$ cat src/rtl/usb_packet_transmitter.sv
// usb_packet_transmitter
//   Device-side USB full-speed packet serializer. Sends SYNC, then the byte
//   stream LSB first, NRZI-encoded with bit stuffing, then EOP (SE0 SE0 J),
//   followed by a two-bit inter-packet gap. Each line bit lasts CLOCKS_PER_BIT
//   clocks of clock48.
//   Optional feature macro: USB_TX_CRC16_EN -- when defined, DATA-class PIDs
//   (low two bits 2'b11) get an inverted CRC16 appended after the last byte.
// Ports
//   clock48, reset_n        : clock, asynchronous active-low reset
//   tx_valid/tx_data/tx_last: byte stream in (first byte is the PID)
//   tx_ready                : byte taken when tx_valid && tx_ready
//   tx_busy                 : first-byte accept until line release
//   tx_done, tx_error       : end-of-packet pulses (error = underrun abort)
//   usb_dp_out, usb_dn_out  : D+/D- drive values
//   usb_oe                  : pad output enable
module usb_packet_transmitter #(
  parameter int unsigned CLOCKS_PER_BIT = 4
) (
  input  logic       clock48,
  input  logic       reset_n,
  input  logic       tx_valid,
  input  logic [7:0] tx_data,
  input  logic       tx_last,
  output logic       tx_ready,
  output logic       tx_busy,
  output logic       tx_done,
  output logic       tx_error,
  output logic       usb_dp_out,
  output logic       usb_dn_out,
  output logic       usb_oe
);
  localparam int unsigned TW = (CLOCKS_PER_BIT > 2) ? $clog2(CLOCKS_PER_BIT) : 1;
  localparam int unsigned GW = $clog2(2 * CLOCKS_PER_BIT + 1);

  typedef enum logic [1:0] {S_IDLE, S_SYNC, S_DATA, S_EOP} state_t;
  state_t state, state_d;

  logic [TW-1:0] bit_timer;
  logic [GW-1:0] gap_cnt;
  logic [2:0]    sym_idx;     // SYNC bit 0..7, EOP bit 0..2
  logic [15:0]   sh;          // bits still to send, next bit in sh[0]
  logic [3:0]    bit_idx;
  logic [2:0]    ones_cnt;
  logic          cur_last, end_pending, err_flag;
  logic          wrap, stuff_now, byte_end, data_ready;

`ifdef USB_TX_CRC16_EN
  logic [15:0] crc, crc_upd, crc_eff;
  logic        crc_en, in_crc, is_pid;

  function automatic logic [15:0] rev16(input logic [15:0] v);
    logic [15:0] r;
    for (int unsigned i = 0; i < 16; i++) r[i] = v[15 - i];
    return r;
  endfunction

  always_comb begin
    crc_upd = {crc[14:0], 1'b0} ^ ((crc[15] ^ sh[0]) ? 16'h8005 : 16'h0000);
    crc_eff = is_pid ? crc : crc_upd;
  end
`endif

  always_comb begin
    wrap      = (bit_timer == TW'(CLOCKS_PER_BIT - 1));
    stuff_now = (ones_cnt == 3'd6);
`ifdef USB_TX_CRC16_EN
    byte_end  = (bit_idx == (in_crc ? 4'd15 : 4'd7));
`else
    byte_end  = (bit_idx == 4'd7);
`endif
    // Request the next byte in the last clock before the final bit of the
    // current byte starts; a pending stuff bit pushes the request back.
    data_ready = (state == S_DATA) && wrap && !stuff_now && !end_pending &&
                 !cur_last && byte_end;
  end

  always_comb begin
    state_d  = state;
    tx_ready = 1'b0;
    unique case (state)
      S_IDLE: begin
        tx_ready = (gap_cnt == '0);
        if (tx_valid && tx_ready) state_d = S_SYNC;
      end
      S_SYNC: if (wrap && sym_idx == 3'd7) state_d = S_DATA;
      S_DATA: begin
        tx_ready = data_ready;
        if (wrap && !stuff_now && end_pending) state_d = S_EOP;
      end
      S_EOP:  if (wrap && sym_idx == 3'd2) state_d = S_IDLE;
      default: state_d = S_IDLE;
    endcase
  end

  always_ff @(posedge clock48 or negedge reset_n) begin
    if (!reset_n) state <= S_IDLE;
    else          state <= state_d;
  end

  always_ff @(posedge clock48 or negedge reset_n) begin
    if (!reset_n) begin
      bit_timer   <= '0;
      gap_cnt     <= '0;
      sym_idx     <= '0;
      sh          <= '0;
      bit_idx     <= '0;
      ones_cnt    <= '0;
      cur_last    <= 1'b0;
      end_pending <= 1'b0;
      err_flag    <= 1'b0;
      tx_busy     <= 1'b0;
      tx_done     <= 1'b0;
      tx_error    <= 1'b0;
      usb_dp_out  <= 1'b1;
      usb_dn_out  <= 1'b0;
      usb_oe      <= 1'b0;
`ifdef USB_TX_CRC16_EN
      crc         <= '1;
      crc_en      <= 1'b0;
      in_crc      <= 1'b0;
      is_pid      <= 1'b0;
`endif
    end else begin
      tx_done   <= 1'b0;
      tx_error  <= 1'b0;
      bit_timer <= (state == S_IDLE || wrap) ? '0 : bit_timer + 1'b1;
      if (state == S_IDLE) begin
        if (gap_cnt != '0) gap_cnt <= gap_cnt - 1'b1;
        if (tx_valid && tx_ready) begin
          sh          <= {8'h00, tx_data};
          cur_last    <= tx_last;
          bit_idx     <= '0;
          sym_idx     <= '0;
          ones_cnt    <= 3'd1;
          end_pending <= 1'b0;
          err_flag    <= 1'b0;
          usb_dp_out  <= 1'b0;        // first SYNC bit is K
          usb_dn_out  <= 1'b1;
          usb_oe      <= 1'b1;
          tx_busy     <= 1'b1;
`ifdef USB_TX_CRC16_EN
          crc         <= '1;
          crc_en      <= (tx_data[1:0] == 2'b11);
          in_crc      <= 1'b0;
          is_pid      <= 1'b1;
`endif
        end
      end else if (wrap) begin
        if (state == S_SYNC && sym_idx != 3'd7) begin
          // K J K J K J K K: toggle on every step except the final K K
          sym_idx <= sym_idx + 1'b1;
          if (sym_idx != 3'd6) begin
            usb_dp_out <= ~usb_dp_out;
            usb_dn_out <= ~usb_dn_out;
          end
        end else if (state == S_EOP) begin
          if (sym_idx == 3'd2) begin
            usb_oe   <= 1'b0;
            tx_busy  <= 1'b0;
            tx_done  <= 1'b1;
            tx_error <= err_flag;
            gap_cnt  <= GW'(2 * CLOCKS_PER_BIT);
          end else begin
            sym_idx <= sym_idx + 1'b1;
            if (sym_idx == 3'd1) begin
              usb_dp_out <= 1'b1;
              usb_dn_out <= 1'b0;
            end
          end
        end else if (stuff_now) begin
          usb_dp_out <= ~usb_dp_out;
          usb_dn_out <= ~usb_dn_out;
          ones_cnt   <= '0;
        end else if (end_pending) begin
          usb_dp_out <= 1'b0;
          usb_dn_out <= 1'b0;
          sym_idx    <= '0;
        end else begin
          // Last SYNC bit boundary or data bit boundary: send sh[0].
          if (!sh[0]) begin
            usb_dp_out <= ~usb_dp_out;
            usb_dn_out <= ~usb_dn_out;
          end
          ones_cnt <= sh[0] ? ones_cnt + 1'b1 : 3'd0;
`ifdef USB_TX_CRC16_EN
          if (!in_crc) crc <= crc_eff;
`endif
          if (byte_end) begin
            bit_idx <= '0;
`ifdef USB_TX_CRC16_EN
            is_pid <= 1'b0;
            if (in_crc) end_pending <= 1'b1;
            else if (cur_last && crc_en) begin
              in_crc <= 1'b1;
              sh     <= rev16(~crc_eff);
            end else
`endif
            if (cur_last) end_pending <= 1'b1;
            else if (tx_valid) begin
              // tx_ready is high in this cycle, so this is the accept.
              sh       <= {8'h00, tx_data};
              cur_last <= tx_last;
            end else begin
              end_pending <= 1'b1;
              err_flag    <= 1'b1;
            end
          end else begin
            sh      <= {1'b0, sh[15:1]};
            bit_idx <= bit_idx + 1'b1;
          end
        end
      end
    end
  end
endmodule

$ cat config.mk
export PLATFORM = sky130hd
export DESIGN_NAME = usb_packet_transmitter
export DESIGN_NICKNAME = d
export VERILOG_FILES = /design/src/rtl/usb_packet_transmitter.sv
export SDC_FILE = /design/constraint.sdc
export NUM_CORES = 1
export LEC_CHECK = 0
export ABC_CLOCK_PERIOD_IN_PS = 2600
export BUFFER_PORTS_ARGS = -buffer_cell sky130_fd_sc_hd__buf_2
export CAP_MARGIN = 20
export CORE_ASPECT_RATIO = 0.5
export CORE_MARGIN = 10
export CORE_UTILIZATION = 55
export CTS_CLUSTER_SIZE = 28
export DETAILED_ROUTE_END_ITERATION = 16
export GPL_ROUTABILITY_DRIVEN = 1
export PLACE_DENSITY = 0.77
export RECOVER_POWER = 100
export SLEW_MARGIN = 30
export SYNTH_ARGS = -nofsm -noshare
export SYNTH_HDL_FRONTEND = slang
export SYNTH_SLANG_ARGS = --single-unit
$ cat constraint.sdc
create_clock -name clock48 -period 2.6 [get_ports clock48]
set_input_delay 0.65 -clock clock48 [delete_from_list [all_inputs] [get_ports clock48]]
set_output_delay 0.65 -clock clock48 [all_outputs]
set_load 0.1 [all_outputs]
Yosys cells after proc, flatten, opt, wreduce, memory -nomap -nowiden:

Index checks and enable logic that the tools add are counted.
W data, S select, Z words.

* logic and storage cells: 200
* input bits: 12
* register bits after elaboration: 42

* muxes and demuxes: 112
* $add $sub $neg: 5
* bitwise operators: 2
* eq/ne operators: 31
* reduce and logical (&&, ||, !) cells: 35

Operators with widths (count)
* $mux W16: 10
* $mux W1: 65
* $mux W4: 14
* $mux W3: 16
* $reduce_and A5 Y1: 5
* $ne A2 B1 Y1 const B: 7
* $logic_and A1 B1 Y1: 12
* $reduce_and A6 Y1: 2
* $mux W2: 5
* $ne A2 B2 Y1 const B: 5
* $ne A3 B2 Y1 const B: 3
* $reduce_and A9 Y1: 1
* $pmux W2 S4: 1
* $reduce_and A8 Y1: 1
* $reduce_bool A2 Y1: 4
* $reduce_bool A4 Y1: 2
* $reduce_and A7 Y1: 1
* $add A3 B1 Y3 const B: 2
* $eq A2 B2 Y1 const B: 3
* $eq A3 B3 Y1 const B: 2
* $ne A3 B3 Y1 const B: 2
* $ne A6 B1 Y1 const B: 1
* $add A4 B1 Y4 const B: 1
* $eq A4 B3 Y1 const B: 1
* other kinds (16): 19

Depth between registers and ports, before layout:

* depth in word-level cells: 10
* depth in mapped cells: 9
* mapped depth without buffers: 7

Worst setup path after synthesis:

OpenSTA, ideal clock, no wires.

* path kind: register to output
* start: reg state[0]
* end: out tx_ready
* setup slack: -0.138 ns
* arrival: 2.088 ns
* path buffers: 3
* stages on the path, launching flop included: 8
* cells stage by stage: dfrtp_1 -> inv_1 -> ha_1 -> buf_2 -> clkbuf_1 -> clkbuf_1 -> nand2_1 -> nand2_1

* longest elaborated chain between the ends: 7
* elaborated cells between the ends (all ways): 8
* those cells by class: eq/ne: 1; mux: 1; reduce/logical: 6

RTL lines
* start: declaration: RTL line 36 `state_t state, state_d;`
* start signal: assignment: RTL line 97 `else state <= state_d;`
* $eq A2 B2 Y1: RTL line 73, 80
* $logic_and A1 B1 Y1 (4 in a row): RTL line 73 `data_ready = (state == S_DATA) && wrap && !stuff_now && !end_pending &&`
* $logic_and A1 B1 Y1: RTL line 74 `!cur_last && byte_end;`
* $pmux W1 S2 (*): RTL line 80 `unique case (state)`
* end: declaration: RTL line 24 `output logic tx_ready,`

Every way passes the cells marked *; elsewhere a longest branch is shown, timed or not.

Worst setup path after layout:

Same ends and word-level chain as after synthesis.

==> PnR_summary.wiki <==
{| class="wikitable"
! Metric !! Value
|-
| Outcome || complete, but fails checks
|-
| Violations in the final reports || max-capacitance violations, max-slew violations
|-
| Fmax || 404 MHz
|-
| Summed area of non-filler cells in the final layout || 2320 um^2
|-
| Number of fill cells || 311
|-
| Xor and xnor area share after synthesis || 0.00840
|-
| Critical Path Start || state[0]
|-
| Routed vias/inst || 5.60
|-
| # port buffers || 18
|-
| Longest Clk Path Bufs || 2
|-
| Static leakage || 1.11 nW
|-
| Area share of and/or/nand/nor cells after synthesis || 0.186
|-
| Syn Area/Cell || 10.1 um^2
|-
| Power per standard cell area || 410 nW/um^2
|-
| Boundary pin count || 19
|-
| Synthesized-area fraction occupied by ao, oa, aoi and oai cells || 0.160
|-
| Cell Area, Synth || 2090 um^2
|-
| CTS tree || yes
|-
| Number of antenna violations at the first check in global routing || 0
|-
| Number of levels the H-tree was split into || 2
|-
| Crit Path Max Fanout || 4
|-
| Die outline height || 63.5 um
|-
| Main combinational cell family by area after synthesis || simple AND/OR/NAND/NOR gates
|-
| Leading cell types by total area after synthesis || sky130_fd_sc_hd__dfrtp_1 (40%), sky130_fd_sc_hd__ha_1 (9.0%), sky130_fd_sc_hd__mux2_2 (8.6%)
|-
| Clock Tree Root || sky130_fd_sc_hd__clkbuf_8
|-
| Worst slew margin relative to its limit || -0.196
|-
| Reg2reg setup slack || 200 ps
|-
| Mux share of post-synthesis cell area || 0.103
|-
| Number of nets in the layout || 260
|-
| Gpl congestion || 0.805
|-
| Effective utilization at floorplan || 0.588
|-
| First-iteration detailed-routing DRC count || 135
|-
| Max Cap Violations || 1
|-
| Routed via count || 1596
|-
| Via count of the first global-routing pass || 1561
|-
| Final setup TNS || 0 ps
|-
| Layout cell share with drive strength beyond 1 || 0.218
|-
| Horizontal die dimension || 107 um
|-
| Number of antenna cells inserted || 0
|-
| GRT Resource Usage Total || 0.127
|-
| HPWL after detailed placement || 3200 um
|-
| Main flop type after synthesis || sky130_fd_sc_hd__dfrtp_1
|-
| Sort of element at the start of the critical path || register
|-
| Yosys top cell area share || 0.396
|-
| Sequential cell area fraction in the yosys report || 0.409
|-
| Fraction of the cycle the final worst path needs || 0.951
|-
| Largest vdd supply drop || 0.000292 V
|-
| Clock transition at path regs || 70 ps
|-
| Arr. time, crit path || 1820 ps
|-
| Maximum number of pins on one net before global-route repair || 35
|-
| RSZ-0062 raised after global routing || no
|-
| Drt first pass iters || 4
|-
| Hold/Removal Path Class || reg2reg
|-
| Number of buffers added by the clock tree synthesis step || 5
|-
| Total Routed Length || 4240 um
|-
| Area inside the core boundary || 3550 um^2
|-
| Number of clock sinks || 34
|-
| Worst R2R Path Depth || 7
|-
| Capturing point of the worst reg2reg path || sh[3]
|-
| Top cell type by total area after synthesis || sky130_fd_sc_hd__dfrtp_1
|-
| Drt wl/cell || 14.9 um
|-
| Synthesized Nets || 234
|-
| Worst Path Required || 1950 ps
|-
| Number of antenna-violating nets in the routed design || 0
|-
| Least-Margin Pin Slew || 1790 ps
|-
| Worst Setup EP || tx_ready
|-
| Final worst path period need || 2470 ps
|-
| Die Area || 6810 um^2
|-
| Kind of critical path || reg2out
|-
| Final count of pins violating max slew || 35
|-
| Adder-cell area share of the yosys netlist || 0.0900
|-
| Clock Latency Late Sink || 280 ps
|-
| Final number of hold-violating endpoints || 0
|-
| Area added between synthesis and finish || 11.1%
|-
| Number of enable flip-flop cells after synthesis || 0
|-
| Global-route wire length before repair || 7090 um
|-
| Count of warnings emitted by yosys || 0
|-
| Final-report setup violation count || 0
|-
| Synth cell types || 54
|-
| Placement-stage cell area || 2250 um^2
|-
| Post-route DRC || 0
|-
| Endpoint type of the worst setup path || output pin
|-
| Final setup skew || 4.72 ps
|-
| Syn Inst Count || 207
|-
| Worst R2R Start || gap_cnt[0]
|-
| Number of cell rows || 15
|-
| Share of flip-flops with an asynchronous set or reset after synthesis || 1.00
|-
| Flops & latches, synth || 34
|-
| Overflow left after global routing || 0
|}
per-layer routing:
metal / up-vias / track usage / share of wire
li1: 791 / - / -
met5: - / 0 / 0
met3: 5 / 0.0365 / 0.051
met2: 34 / 0.210 / 0.47
met4: 0 / 0.0386 / 0.0054
met1: 766 / 0.155 / 0.48
synth_stat cells, types with 2 or more instances:
master                     instances
sky130_fd_sc_hd__o41ai_1           2
sky130_fd_sc_hd__nor2_1           14
sky130_fd_sc_hd__nor4_1            3
sky130_fd_sc_hd__clkbuf_1          3
sky130_fd_sc_hd__a21o_1            2
sky130_fd_sc_hd__ha_1             15
sky130_fd_sc_hd__a21boi_0          2
sky130_fd_sc_hd__inv_1            14
sky130_fd_sc_hd__dfrtp_1          33
sky130_fd_sc_hd__nand2b_1          3
sky130_fd_sc_hd__nor3_1            2
sky130_fd_sc_hd__nor2b_1           5
sky130_fd_sc_hd__nand2_1          21
sky130_fd_sc_hd__nand4_1           2
sky130_fd_sc_hd__nand3_1           4
sky130_fd_sc_hd__a31oi_1           4
sky130_fd_sc_hd__nand3b_1          3
sky130_fd_sc_hd__a21oi_1          14
sky130_fd_sc_hd__mux2_2           16
sky130_fd_sc_hd__mux2i_1           2
sky130_fd_sc_hd__o21ai_0           9
sky130_fd_sc_hd__nor3b_1           2
state kept, by name, summed over array words and instances, names as in the netlist:
signal,cells
gap_cnt,4
err_flag,1
ones_cnt,3
tx_done,1
sh,8
tx_error,1
end_pending,1
sym_idx,3
bit_timer,2
cur_last,1
usb_dn_out,1
bit_idx,4
usb_dp_out,1
usb_oe,1
state,2
worst max-delay path: stages, from the launching register on:
cell and delay, ps:
sky130_fd_sc_hd__dfrtp_1 420, sky130_fd_sc_hd__inv_2 100, sky130_fd_sc_hd__ha_2 200, sky130_fd_sc_hd__nand3b_2 110, sky130_fd_sc_hd__or3_4 420, sky130_fd_sc_hd__nand2_2 70, sky130_fd_sc_hd__buf_6 220
kinds of logic after synthesis:
| group | Yosys count |
|---|---|
| multiplexers | 19 |
| XOR/XNOR | 2 |
| flip-flops | 34 |
| buffers and inverters | 21 |
| adder cells (fa/ha/maj) | 15 |
| AO/OA/AOI/OAI | 47 |
| AND/OR/NAND/NOR | 69 |
where the power goes:
group          total [W]  internal [W]  switching, W
sequential      0.000529      0.000529             0
clock           0.000402      0.000214      0.000188
combinational  0.0000206    0.00000628     0.0000143
cells in the final DEF, fill, tap and decap left out, types with 2 or more instances in the layout:
| cell | n |
|---|---|
| sky130_fd_sc_hd__nand2_1 | 20 |
| sky130_fd_sc_hd__nand3_1 | 4 |
| sky130_fd_sc_hd__buf_4 | 5 |
| sky130_fd_sc_hd__clkbuf_8 | 6 |
| sky130_fd_sc_hd__ha_1 | 14 |
| sky130_fd_sc_hd__buf_2 | 10 |
| sky130_fd_sc_hd__nand2b_1 | 3 |
| sky130_fd_sc_hd__nor4_1 | 3 |
| sky130_fd_sc_hd__nor2_1 | 14 |
| sky130_fd_sc_hd__a31oi_1 | 4 |
| sky130_fd_sc_hd__o21ai_0 | 10 |
| sky130_fd_sc_hd__nand3b_1 | 3 |
| sky130_fd_sc_hd__nand4_1 | 2 |
| sky130_fd_sc_hd__a21oi_1 | 14 |
| sky130_fd_sc_hd__a21boi_0 | 2 |
| sky130_fd_sc_hd__a21o_1 | 2 |
| sky130_fd_sc_hd__mux2_2 | 16 |
| sky130_fd_sc_hd__nor3_1 | 2 |
| sky130_fd_sc_hd__nor2b_1 | 5 |
| sky130_fd_sc_hd__o41ai_1 | 2 |
| sky130_fd_sc_hd__clkbuf_1 | 11 |
| sky130_fd_sc_hd__mux2i_1 | 2 |
| sky130_fd_sc_hd__nor3b_1 | 2 |
| sky130_fd_sc_hd__dfrtp_1 | 33 |
| sky130_fd_sc_hd__inv_1 | 13 |
cell type report:
cell class                      count  area (um^2)  area share
Clock inverter                      1         5.00     0.00216
Clock buffer                        7         86.3      0.0373
Timing Repair Buffer               26          136      0.0589
Tap cell                           51         63.8      0.0275
Sequential cell                    34          852       0.368
Inverter                           14         52.6      0.0227
Multi-Input combinational cell    152         1120       0.484
worst min-delay path by stage:
stage	slack, ps	from	cells past startpoint	to
after floorplan	350	reset_n	0	bit_idx[0]
after global placement	420	bit_timer[0]	1	bit_timer[0]
after detailed placement	430	bit_timer[0]	1	bit_timer[0]
after CTS	440	bit_timer[0]	1	bit_timer[0]
after global routing	450	bit_timer[0]	1	bit_timer[0]
final	440	bit_timer[0]	1	bit_timer[0]
per-stage QoR:
step / total power (W) / instances / utilization / hold WS [ps] / setup WS (ps)
after floorplan: 0.000540 / 207 / - / 354 / 98.4
after global placement: 0.000560 / 274 / 0.636 / 418 / 332
after detailed placement: 0.000561 / 274 / 0.636 / 428 / 262
after CTS: 0.000956 / 282 / 0.662 / 439 / 12.3
after global routing: 0.000989 / 285 / 0.653 / 454 / 43.6
final: 0.000951 / 285 / 0.653 / 439 / 126
what timing repair did:
item / 4_1_cts / 5_1_grt
buffers inserted: 0 / 3
hold buffers: 0 / 0
setup endpoints to repair: 1 / 1
gates resized for setup: 2 / 1
Note: power is estimated with default switching activity, not from simulation.
